--- src/rtl/huffman_pkg.sv ---
// rtl/huffman_pkg.sv - shared types, sizes and byte-swap helper for the Huffman chunk codec
package huffman_pkg;

  localparam int CODE_MAX_LEN  = 16;
  localparam int CHUNK_MAX_LEN = 32;
  localparam int WORD_BITS     = 32;

  typedef logic [31:0] chunk_bits_t;
  typedef logic [4:0]  code_len_t;

  typedef enum logic [2:0] {
    ST_IDLE,
    ST_RUN,
    ST_FLUSH_CHUNK,
    ST_FLUSH_WORD,
    ST_DONE
  } enc_state_t;

  // Stream bit 0 lands in the most significant byte lane seen by the decoder
  function automatic logic [31:0] byteswap32(input logic [31:0] w);
    return {w[7:0], w[15:8], w[23:16], w[31:24]};
  endfunction

endpackage

--- src/rtl/huffman_bit_packer.sv ---
// rtl/huffman_bit_packer.sv - LSB-first chunk accumulator and RAM word writer
module huffman_bit_packer
  import huffman_pkg::*;
#(
  parameter int ADDR_WIDTH = 16
) (
  input  logic                  clk,
  input  logic                  rst,
  input  logic                  clear,
  input  logic                  emit,
  input  chunk_bits_t           chunk,
  input  logic [5:0]            chunk_len,
  input  logic                  flush,
  output logic [ADDR_WIDTH-1:0] RAM_address,
  output logic [31:0]           RAM_writedata,
  output logic                  RAM_write
);

  logic [63:0]           acc_q, acc_d;
  logic [5:0]            fill_q, fill_d;
  logic [ADDR_WIDTH-1:0] addr_q, addr_d;
  logic [ADDR_WIDTH-1:0] waddr_q, waddr_d;
  logic [31:0]           wdata_q, wdata_d;
  logic                  wr_q, wr_d;
  logic [63:0]           merged;
  logic [6:0]            total;
  logic [6:0]            total_m32;

  // Merge the chunk at the fill point and retire a full low word in the same step
  always_comb begin
    merged    = acc_q | ({32'b0, chunk} << fill_q);
    total     = {1'b0, fill_q} + {1'b0, chunk_len};
    total_m32 = total - 7'd32;
    acc_d     = acc_q;
    fill_d    = fill_q;
    addr_d    = addr_q;
    waddr_d   = waddr_q;
    wdata_d   = wdata_q;
    wr_d      = 1'b0;
    if (clear) begin
      acc_d   = '0;
      fill_d  = '0;
      addr_d  = '0;
      waddr_d = '0;
      wdata_d = '0;
    end else if (emit) begin
      if (total >= 7'd32) begin
        wr_d    = 1'b1;
        wdata_d = byteswap32(merged[31:0]);
        waddr_d = addr_q;
        addr_d  = addr_q + 1'b1;
        acc_d   = merged >> 32;
        fill_d  = total_m32[5:0];
      end else begin
        acc_d  = merged;
        fill_d = total[5:0];
      end
    end else if (flush && (fill_q != 6'd0)) begin
      wr_d    = 1'b1;
      wdata_d = byteswap32(acc_q[31:0]);
      waddr_d = addr_q;
      addr_d  = addr_q + 1'b1;
      acc_d   = '0;
      fill_d  = '0;
    end
  end

  // Packer state register
  always_ff @(posedge clk or posedge rst) begin
    if (rst) begin
      acc_q   <= '0;
      fill_q  <= '0;
      addr_q  <= '0;
      waddr_q <= '0;
      wdata_q <= '0;
      wr_q    <= 1'b0;
    end else begin
      acc_q   <= acc_d;
      fill_q  <= fill_d;
      addr_q  <= addr_d;
      waddr_q <= waddr_d;
      wdata_q <= wdata_d;
      wr_q    <= wr_d;
    end
  end

  assign RAM_address   = waddr_q;
  assign RAM_writedata = wdata_q;
  assign RAM_write     = wr_q;

endmodule

--- src/rtl/huffman_color_encoder.sv ---
// rtl/huffman_color_encoder.sv - colour to prefix code table, first code bit at bit 0
module huffman_color_encoder
  import huffman_pkg::*;
(
  input  logic [31:0] color,
  output chunk_bits_t code,
  output code_len_t   len,
  output logic        miss
);

  // Unknown colours fall back to the black entry and raise miss
  always_comb begin
    code = 32'h0;
    len  = 5'd1;
    miss = 1'b0;
    case (color)
      32'h0000_0000: begin code = 32'h00; len = 5'd1; end
      32'h00FF_FFFF: begin code = 32'h01; len = 5'd2; end
      32'h00FF_0000: begin code = 32'h03; len = 5'd3; end
      32'h0000_FF00: begin code = 32'h07; len = 5'd4; end
      32'h0000_00FF: begin code = 32'h0F; len = 5'd5; end
      32'h0080_8080: begin code = 32'h1F; len = 5'd6; end
      default:       miss = 1'b1;
    endcase
  end

endmodule

--- src/rtl/huffman_length_encoder.sv ---
// rtl/huffman_length_encoder.sv - run length value to prefix code table (value 0 means 256)
module huffman_length_encoder
  import huffman_pkg::*;
(
  input  logic [7:0]  value,
  output chunk_bits_t code,
  output code_len_t   len
);

  // Short codes for 1, 2 and 256; everything else is escape 111 plus the raw 8-bit value
  always_comb begin
    code = {21'b0, value, 3'b111};
    len  = 5'd11;
    case (value)
      8'd1:    begin code = 32'h0; len = 5'd1; end
      8'd2:    begin code = 32'h1; len = 5'd2; end
      8'd0:    begin code = 32'h3; len = 5'd3; end
      default: ;
    endcase
  end

endmodule

--- src/rtl/huffman_chunk_encoder.sv ---
// rtl/huffman_chunk_encoder.sv - run-length + Huffman pixel encoder; HUFFMAN_ENC_STATS_EN adds chunk/word counters
module huffman_chunk_encoder
  import huffman_pkg::*;
#(
  parameter int ADDR_WIDTH = 16,
  parameter int MAX_RUN    = 256
) (
  input  logic                  clk,
  input  logic                  reset,
  input  logic                  frame_start,
  input  logic                  pixel_valid,
  input  logic [31:0]           pixel_color,
  input  logic                  pixel_last,
  output logic                  pixel_ready,
  output logic [ADDR_WIDTH-1:0] RAM_address,
  output logic [31:0]           RAM_writedata,
  output logic                  RAM_write,
  output logic                  frame_done,
  output logic                  code_miss
`ifdef HUFFMAN_ENC_STATS_EN
  ,
  output logic [15:0]           chunk_count,
  output logic [ADDR_WIDTH-1:0] word_count
`endif
);

  enc_state_t  state_q, state_d;
  logic [31:0] run_color_q, run_color_d;
  logic [8:0]  run_len_q, run_len_d;
  logic        ready_q, ready_d;
  logic        frame_done_q, frame_done_d;
  logic        code_miss_q, code_miss_d;
  logic        xfer, emit, flush;
  chunk_bits_t cc, lcode, chunk;
  code_len_t   lc, ll;
  logic        c_miss;
  logic [5:0]  chunk_len;

  assign xfer = pixel_valid && ready_q;

  huffman_color_encoder u_color (
    .color (run_color_q),
    .code  (cc),
    .len   (lc),
    .miss  (c_miss)
  );

  huffman_length_encoder u_length (
    .value (run_len_q[7:0]),
    .code  (lcode),
    .len   (ll)
  );

  assign chunk     = cc | (lcode << lc);
  assign chunk_len = {1'b0, lc} + {1'b0, ll};

  huffman_bit_packer #(.ADDR_WIDTH(ADDR_WIDTH)) u_packer (
    .clk           (clk),
    .rst           (reset),
    .clear         (frame_start),
    .emit          (emit),
    .chunk         (chunk),
    .chunk_len     (chunk_len),
    .flush         (flush),
    .RAM_address   (RAM_address),
    .RAM_writedata (RAM_writedata),
    .RAM_write     (RAM_write)
  );

  // Run tracking and flush sequencing; the open run is always what gets emitted
  always_comb begin
    state_d      = state_q;
    run_color_d  = run_color_q;
    run_len_d    = run_len_q;
    emit         = 1'b0;
    flush        = 1'b0;
    frame_done_d = 1'b0;
    code_miss_d  = code_miss_q;
    case (state_q)
      ST_IDLE: begin
        if (xfer) begin
          run_color_d = pixel_color;
          run_len_d   = 9'd1;
          state_d     = pixel_last ? ST_FLUSH_CHUNK : ST_RUN;
        end
      end
      ST_RUN: begin
        if (xfer) begin
          if ((pixel_color == run_color_q) && (run_len_q < 9'(MAX_RUN))) begin
            run_len_d = run_len_q + 9'd1;
          end else begin
            emit        = 1'b1;
            run_color_d = pixel_color;
            run_len_d   = 9'd1;
          end
          if (pixel_last) state_d = ST_FLUSH_CHUNK;
        end
      end
      ST_FLUSH_CHUNK: begin
        emit    = 1'b1;
        state_d = ST_FLUSH_WORD;
      end
      ST_FLUSH_WORD: begin
        flush   = 1'b1;
        state_d = ST_DONE;
      end
      ST_DONE: begin
        frame_done_d = 1'b1;
        state_d      = ST_IDLE;
      end
      default: state_d = ST_IDLE;
    endcase
    if (emit && c_miss) code_miss_d = 1'b1;
    // Restart wins over everything, including an in-progress flush
    if (frame_start) begin
      state_d      = ST_IDLE;
      run_len_d    = 9'd0;
      emit         = 1'b0;
      flush        = 1'b0;
      frame_done_d = 1'b0;
      code_miss_d  = 1'b0;
    end
    ready_d = (state_d == ST_IDLE) || (state_d == ST_RUN);
  end

  // Control state register
  always_ff @(posedge clk or posedge reset) begin
    if (reset) begin
      state_q      <= ST_IDLE;
      run_color_q  <= '0;
      run_len_q    <= '0;
      ready_q      <= 1'b0;
      frame_done_q <= 1'b0;
      code_miss_q  <= 1'b0;
    end else begin
      state_q      <= state_d;
      run_color_q  <= run_color_d;
      run_len_q    <= run_len_d;
      ready_q      <= ready_d;
      frame_done_q <= frame_done_d;
      code_miss_q  <= code_miss_d;
    end
  end

  assign pixel_ready = ready_q;
  assign frame_done  = frame_done_q;
  assign code_miss   = code_miss_q;

`ifdef HUFFMAN_ENC_STATS_EN
  logic [15:0]           chunk_cnt_q, chunk_cnt_d;
  logic [ADDR_WIDTH-1:0] word_cnt_q, word_cnt_d;

  // Saturating per-frame counters; nothing emits after DONE so they hold
  always_comb begin
    chunk_cnt_d = chunk_cnt_q;
    word_cnt_d  = word_cnt_q;
    if (frame_start) begin
      chunk_cnt_d = '0;
      word_cnt_d  = '0;
    end else begin
      if (emit && (chunk_cnt_q != '1)) chunk_cnt_d = chunk_cnt_q + 1'b1;
      if (RAM_write && (word_cnt_q != '1)) word_cnt_d = word_cnt_q + 1'b1;
    end
  end

  // Counter register
  always_ff @(posedge clk or posedge reset) begin
    if (reset) begin
      chunk_cnt_q <= '0;
      word_cnt_q  <= '0;
    end else begin
      chunk_cnt_q <= chunk_cnt_d;
      word_cnt_q  <= word_cnt_d;
    end
  end

  assign chunk_count = chunk_cnt_q;
  assign word_count  = word_cnt_q;
`endif

endmodule

--- config.mk ---
export PLATFORM = sky130hd
export DESIGN_NAME = huffman_chunk_encoder
export DESIGN_NICKNAME = d
export VERILOG_FILES = /design/src/rtl/huffman_pkg.sv /design/src/rtl/huffman_bit_packer.sv /design/src/rtl/huffman_color_encoder.sv /design/src/rtl/huffman_length_encoder.sv /design/src/rtl/huffman_chunk_encoder.sv
export SDC_FILE = /design/constraint.sdc
export NUM_CORES = 1
export LEC_CHECK = 0
export BUFFER_PORTS_ARGS = -buffer_cell sky130_fd_sc_hd__buf_2
export CAP_MARGIN = 20
export CORE_MARGIN = 1
export CORE_UTILIZATION = 55
export DETAILED_ROUTE_END_ITERATION = 7
export PLACE_DENSITY = 0.74
export SYNTH_ARGS = -nofsm -noshare
export SYNTH_HDL_FRONTEND = slang
export SYNTH_SLANG_ARGS = --single-unit
--- constraint.sdc ---
create_clock -name clk -period 7 [get_ports clk]
set_clock_uncertainty 0.05 [all_clocks]
set_input_delay 0.7 -clock clk [delete_from_list [all_inputs] [get_ports clk]]
set_output_delay 0.7 -clock clk [all_outputs]
set_load 0.03 [all_outputs]
# [After elaboration in Yosys (flattened, before gate mapping)]
# Index checks and enable logic that the tools add are counted.
[totals] output_inout_bits=52 in_bits=37 wordCells=114 reg_bits=182
[classes] bitwise_logic=2 n_shift=2 muxes=54 addsub=5 eq_ne=19 n_reduce_logical=18 order_cmp=2
[op_table] operator="$mux W64" n=4
[op_table] operator="$mux W32" n=7
[op_table] operator="$mux W16" n=8
[op_table] operator="$eq A32 B24 Y1 const B" n=3
[op_table] operator="$or A64 B64 Y64" n=1
[op_table] operator="$pmux W32 S2" n=1
[op_table] operator="$shl A32 B6 Y64" n=1
[op_table] operator="$mux W9" n=4
[op_table] operator="$pmux W11 S3" n=1
[op_table] operator="$eq A32 B16 Y1 const B" n=1
[op_table] operator="$eq A32 B32 Y1" n=1
[op_table] operator="$eq A32 B8 Y1 const B" n=1
[op_table] operator="$logic_not A32 Y1" n=1
[op_table] operator="$or A32 B32 Y32" n=1
[op_table] operator="$shl A32 B5 Y32" n=1
[op_table] operator="$pmux W5 S5" n=1
[op_table] operator="$mux W6" n=4
[op_table] operator="$pmux W9 S2" n=1
[op_table] operator="$add A16 B1 Y16 const B" n=1
[op_table] operator="$pmux W3 S5" n=1
[op_table] operator="$mux W1" n=14
[op_table] operator="$mux W3" n=4
[op_table] operator="$pmux W3 S4" n=1
[op_table] operator="$pmux W4 S3" n=1
[op_table] operator="27 further kinds" n=38

# [Longest topological paths before layout]
[depth] depth_word=9 depth_mapped=22 depth_no_buf=20

# [Hierarchy]
# Synthesis repeated with hierarchy kept, for this count alone.
[unflattened] hier_cells=1589 hier_area_um2=14378.8
[by_module_without_submodules] module="huffman_bit_packer" cells_per_inst=1020 area_per_inst_um2=9258.9 seq_area_each_um2=3378.2 instances=1
[by_module_without_submodules] module="huffman_chunk_encoder" cells_per_inst=446 area_per_inst_um2=4295.4 seq_area_each_um2=1176.1 instances=1
[by_module_without_submodules] module="huffman_color_encoder" cells_per_inst=79 area_per_inst_um2=524.3 seq_area_each_um2=0.0 instances=1
[by_module_without_submodules] module="huffman_length_encoder" cells_per_inst=44 area_per_inst_um2=300.3 seq_area_each_um2=0.0 instances=1

# [Least setup slack after synthesis]
# No wires, ideal clock.
[synth_path] path_kind="register -> register" startpoint="register run_color_q[2]" endpoint="register u_packer.acc_q[63]" t_arrival_ns=5.159 path_stages_with_launch=19 n_path_buf=3 setup_ns=0.110 required_ns=6.840 period_less_slack_ns=5.319 slack_ns=1.681 path_cell_list="dfrtp_1 -> or4_1 -> or4_1 -> nor3_4 -> a21oi_1 -> inv_1 -> fa_1 -> ha_1 -> a21o_1 -> a21o_1 -> a2111oi_0 -> nor2_1 -> nor2_1 -> or2_2 -> clkbuf_1 -> clkbuf_1 -> clkbuf_1 -> nand2_1 -> o41ai_1"
[synth_between] elab_chain_len=9 word_cells_on_any_way=24 cone_classes="add/sub: 2; order compare: 1; eq/ne: 6; shift: 2; mux: 9; bitwise: 2; reduce/logical: 2"
[synth_rtl] element="start: declaration" line_no="huffman_chunk_encoder.sv:28" text="logic [31:0] run_color_q, run_color_d;"
[synth_rtl] element="start signal: assignment" line_no="huffman_chunk_encoder.sv:137" text="run_color_q <= run_color_d;"
[synth_rtl] element="branches (longest 9 deep; another with $add A6 B6 Y7)"
[synth_rtl] element="end signal: assignment" line_no="huffman_bit_packer.sv:71" text="acc_q <= '0;"
[synth_rtl] element="end signal: assignment" line_no="huffman_bit_packer.sv:78" text="acc_q <= acc_d;"
[synth_rtl] element="end: declaration" line_no="huffman_bit_packer.sv:19" text="logic [63:0] acc_q, acc_d;"
# Several ways; the timed one is not identified.
# A chain may end at the register's enable or synchronous reset.

# [Worst setup path in the final report]
[layout_path] startpoint="register run_color_q[2]" endpoint="register u_packer.wdata_q[11], in the netlist u_packer.RAM_writedata[11]"
[layout_between] elab_chain_len=9 word_cells_on_any_way=26 cone_classes="add/sub: 2; order compare: 1; eq/ne: 7; shift: 2; mux: 9; bitwise: 2; reduce/logical: 3"
[layout_rtl] element="branches (longest 9 deep; another with $add A6 B6 Y7)"
[layout_rtl] element="end signal: assignment" line_no="huffman_bit_packer.sv:82" text="wdata_q <= wdata_d;"
[layout_rtl] element="end: declaration" line_no="huffman_bit_packer.sv:23" text="logic [31:0] wdata_q, wdata_d;"
# Several ways; the timed one is not identified. The select of a mux whose other input is x is not followed.

==> metrics.txt <==
status=finished, final reports clean; initial DRC count=1,577; pin count of the biggest net entering global routing=109; clock share of power=38.4%; Worst path max stage delay=770 ps; setup bufs post-CTS=0; Total GRT Usage=33.2%; RSZ-0062 raised after global routing=no; Data arrival, critical path=6480 ps; port buffer count=88; Tcrit/Tclk final=89.1%; Clock transition at path regs=80 ps; via count=10,760; CP max FO=22; Congestion Overflow GR=0; Net count, final=1,350; Placer Congestion=0.997; worst skew pair latency=450 ps; Die ar.=21,100 sq um; r2r setup slk=760 ps; main flop type after synthesis=dfrtp_1; syn_nets=1,300; Worst Tran Pin Value=1130 ps; post_cts resized=0; wire length after detailed routing=34,800 um; drt pass-1 iters=6; worst-path cell chain=or4_1 -> or4_1 -> nor3_4 -> a21oi_1 -> inv_1 -> fa_1 -> ha_1 -> a21o_1 -> a21o_1 -> a2111oi_0 -> or2_2 -> nor2_1 -> nor2_1 -> buf_4 -> inv_1 -> nand3_1 -> o21ai_0; Ant. Diodes=0; sequential power share=45.1%; first-pass GRT wire length=55,200 um; Slew HR=24.0%; Hold Crit Class=in2async; Synth area leader=dfrtp_1; Max rail drop VDD=0.000156 V; vias in the first global route=9,858; clock sink count=182; max_cap viols=0; final setup fails=0; library cells used by synthesis=86; Vias/cell=6.80; Num CTS Buffers=17; kind of critical path=reg2reg; slowest CP cell=a2111oi_0; DRC Markers=0; Mapped Area=11,300 sq um; Cells after Synth=1,249; DIE WIDTH=145 um; P_leak=5.29 nW; final core occ=62.2%; Wirelength per Cell=22.0 um; average cell area after synthesis=9.04 sq um; # rows=52; NetSw=0.000831 W; sw frac=31.9%; register bit count reported by yosys=182; core area=20,200 sq um; worst setup path end=u_packer.RAM_writedata[11]$_DFFE_PP0P_; top cells by area, synth=dfrtp_1, o21ai_0, mux2_2; startpoint types=flip-flop; die span in y=145 um; Pint=0.00177 W; Comb power frac=16.5%; fraction of layout instances using a drive strength above 1=16.9%; Seq/Total Area, Yosys=40.4%; Antenna Nets Post-Route=0; ys async rst share=100%; WP data required=7240 ps; Area Growth Syn to Fin=11.1%; RR Endpoint=u_packer.RAM_writedata[11]$_DFFE_PP0P_; f_max=0.160 GHz; Min Clock Period, post-route=6240 ps; worst reg-to-reg path cell count=17; antenna violations before repair=0; YS warnings=0; Starting Density=56.0%; CTS tree=yes; Fillers=1,766; max-slew violations=0; Synth top area share=40.4%; r2r startpoint=run_color_q[2]$_DFFE_PP0P_; Root Driver=clkbuf_16; I/O pins=89; Critical Path End Type=flip-flop; number of synthesized flops with an enable pin=0; hpwl dp=24,500 um; Hold-fix buffers, CTS=0; Setup TNS Final=0 ps; PD cells=207 nW/um^2; Clock Tree Buf Depth=2; worst setup path startpoint=run_color_q[2]$_DFFE_PP0P_; Hold Fails Final Rpt=0; H-Tree Depth=4
layer usage:
layer,vias to the layer above,share of wire [%],GRT usage [%]
li1,4826,-,-
met1,5175,43,47.9
met2,665,44,48.9
met3,94,9.7,6.60
met4,0,3.2,13.4
met5,-,0,0
layout by cell type, fill, tap and decap left out, types with 11 or more instances in the layout:
master,synthesis,routed
dfrtp_1,182,182
nand2_1,108,108
nor2_1,101,101
o21ai_0,101,101
buf_2,2,88
a21oi_1,78,78
a22oi_1,41,41
mux2_2,40,40
xor2_1,34,34
a22o_1,29,29
nand3_1,26,26
inv_1,27,26
nor3_1,25,24
buf_4,3,24
nand4_1,21,21
a31oi_1,21,21
nor4_1,20,20
clkbuf_16,0,17
and3_1,16,16
a211oi_1,16,16
or3_1,15,15
o211ai_1,15,15
a21o_1,14,14
and2_1,14,14
mux2i_1,13,13
a221oi_1,13,13
nand2b_1,11,11
o22ai_1,11,11
ha_1,11,11
Yosys cell counts (5+ instances only):
cell type,count
dfrtp_1,182
nand2_1,108
nor2_1,101
o21ai_0,101
a21oi_1,78
clkbuf_1,66
a22oi_1,41
mux2_2,40
xor2_1,34
a22o_1,29
inv_1,27
nand3_1,26
nor3_1,25
a31oi_1,21
nand4_1,21
nor4_1,20
a211oi_1,16
and3_1,16
o211ai_1,15
or3_1,15
a21o_1,14
and2_1,14
a221oi_1,13
mux2i_1,13
ha_1,11
nand2b_1,11
o22ai_1,11
o21a_1,10
o221ai_1,10
o31ai_1,10
xnor2_1,10
buf_1,9
or4_1,9
and4_1,6
or2_2,6
a211o_1,5
a31o_2,5
flip-flops by register name, summed over array words and instances (netlist names):
signal / count
u_packer.RAM_writedata: 32
pixel_ready: 1
u_packer.addr_q: 16
u_packer.fill_q: 6
run_color_q: 32
run_len_q: 9
frame_done: 1
state_q: 3
u_packer.RAM_address: 16
u_packer.acc_q: 64
u_packer.RAM_write: 1
code_miss: 1
worst max-delay path: cells and delay by family, from the launching register on:
kind / cells / cell delay [ps]
simple gates: 7 / 2610
compound gates: 5 / 1480
buf+inv: 3 / 840
fa+ha+maj: 2 / 660
flops: 1 / 440
worst min path at each step:
stage / slack (ps) / start / to
2_1_floorplan: 380 / run_len_q[8]$_DFFE_PP0P_ / run_len_q[8]$_DFFE_PP0P_
3_3_place_gp: 410 / u_packer.acc_q[2]$_DFFE_PP0P_ / u_packer.acc_q[2]$_DFFE_PP0P_
3_5_place_dp: 420 / u_packer.RAM_writedata[19]$_DFFE_PP0P_ / u_packer.RAM_writedata[19]$_DFFE_PP0P_
4_1_cts: 380 / reset / u_packer.acc_q[49]$_DFFE_PP0P_
5_1_grt: 380 / reset / u_packer.RAM_writedata[11]$_DFFE_PP0P_
6_report: 300 / reset / u_packer.RAM_writedata[11]$_DFFE_PP0P_
stage by stage:
| step | setup slack [ps] | cells | power, W | area [sq um] | hold slack, ps |
|---|---|---|---|---|---|
| 6_report | 760 | 1582 | 0.00260 | 12500 | 302 |
| 5_1_grt | 409 | 1582 | 0.00269 | 12500 | 383 |
| 4_1_cts | 887 | 1582 | 0.00260 | 12500 | 376 |
| 3_5_place_dp | 993 | 1550 | 0.00161 | 11900 | 416 |
| 3_3_place_gp | 1240 | 1550 | 0.00160 | 11900 | 409 |
| 2_1_floorplan | 1310 | 1249 | 0.00147 | 11300 | 382 |
logic make-up after synthesis:
logic type	share of synthesized area [%]
adders and majority gates	1.75
muxes	5.94
xor gates and xnor gates	3.41
AOI/OAI and AO/OA	27.2
buffers and inverters	3.88
and+or+nand+nor	17.5
DFF	40.4
power groups by stage:
stage | sequential, W | clock [W] | combinational, W
6_report | 0.00117 | 0.000998 | 0.000430
2_1_floorplan | 0.00118 | 0 | 0.000295
5_1_grt | 0.00118 | 0.00105 | 0.000463
3_3_place_gp | 0.00118 | 0 | 0.000414
3_5_place_dp | 0.00119 | 0 | 0.000418
4_1_cts | 0.00117 | 0.00101 | 0.000421
final cells by class:
class | count | area, sq um | area share (%)
clock buffer | 18 | 429 | 3.42
clock inverter | 14 | 181 | 1.45
inverter | 30 | 120 | 0.958
multi-input combinational | 956 | 6300 | 50.2
sequential | 182 | 4550 | 36.3
tap | 270 | 338 | 2.69
timing repair buffer | 112 | 621 | 4.95
Power figures use the tool's default switching activity.
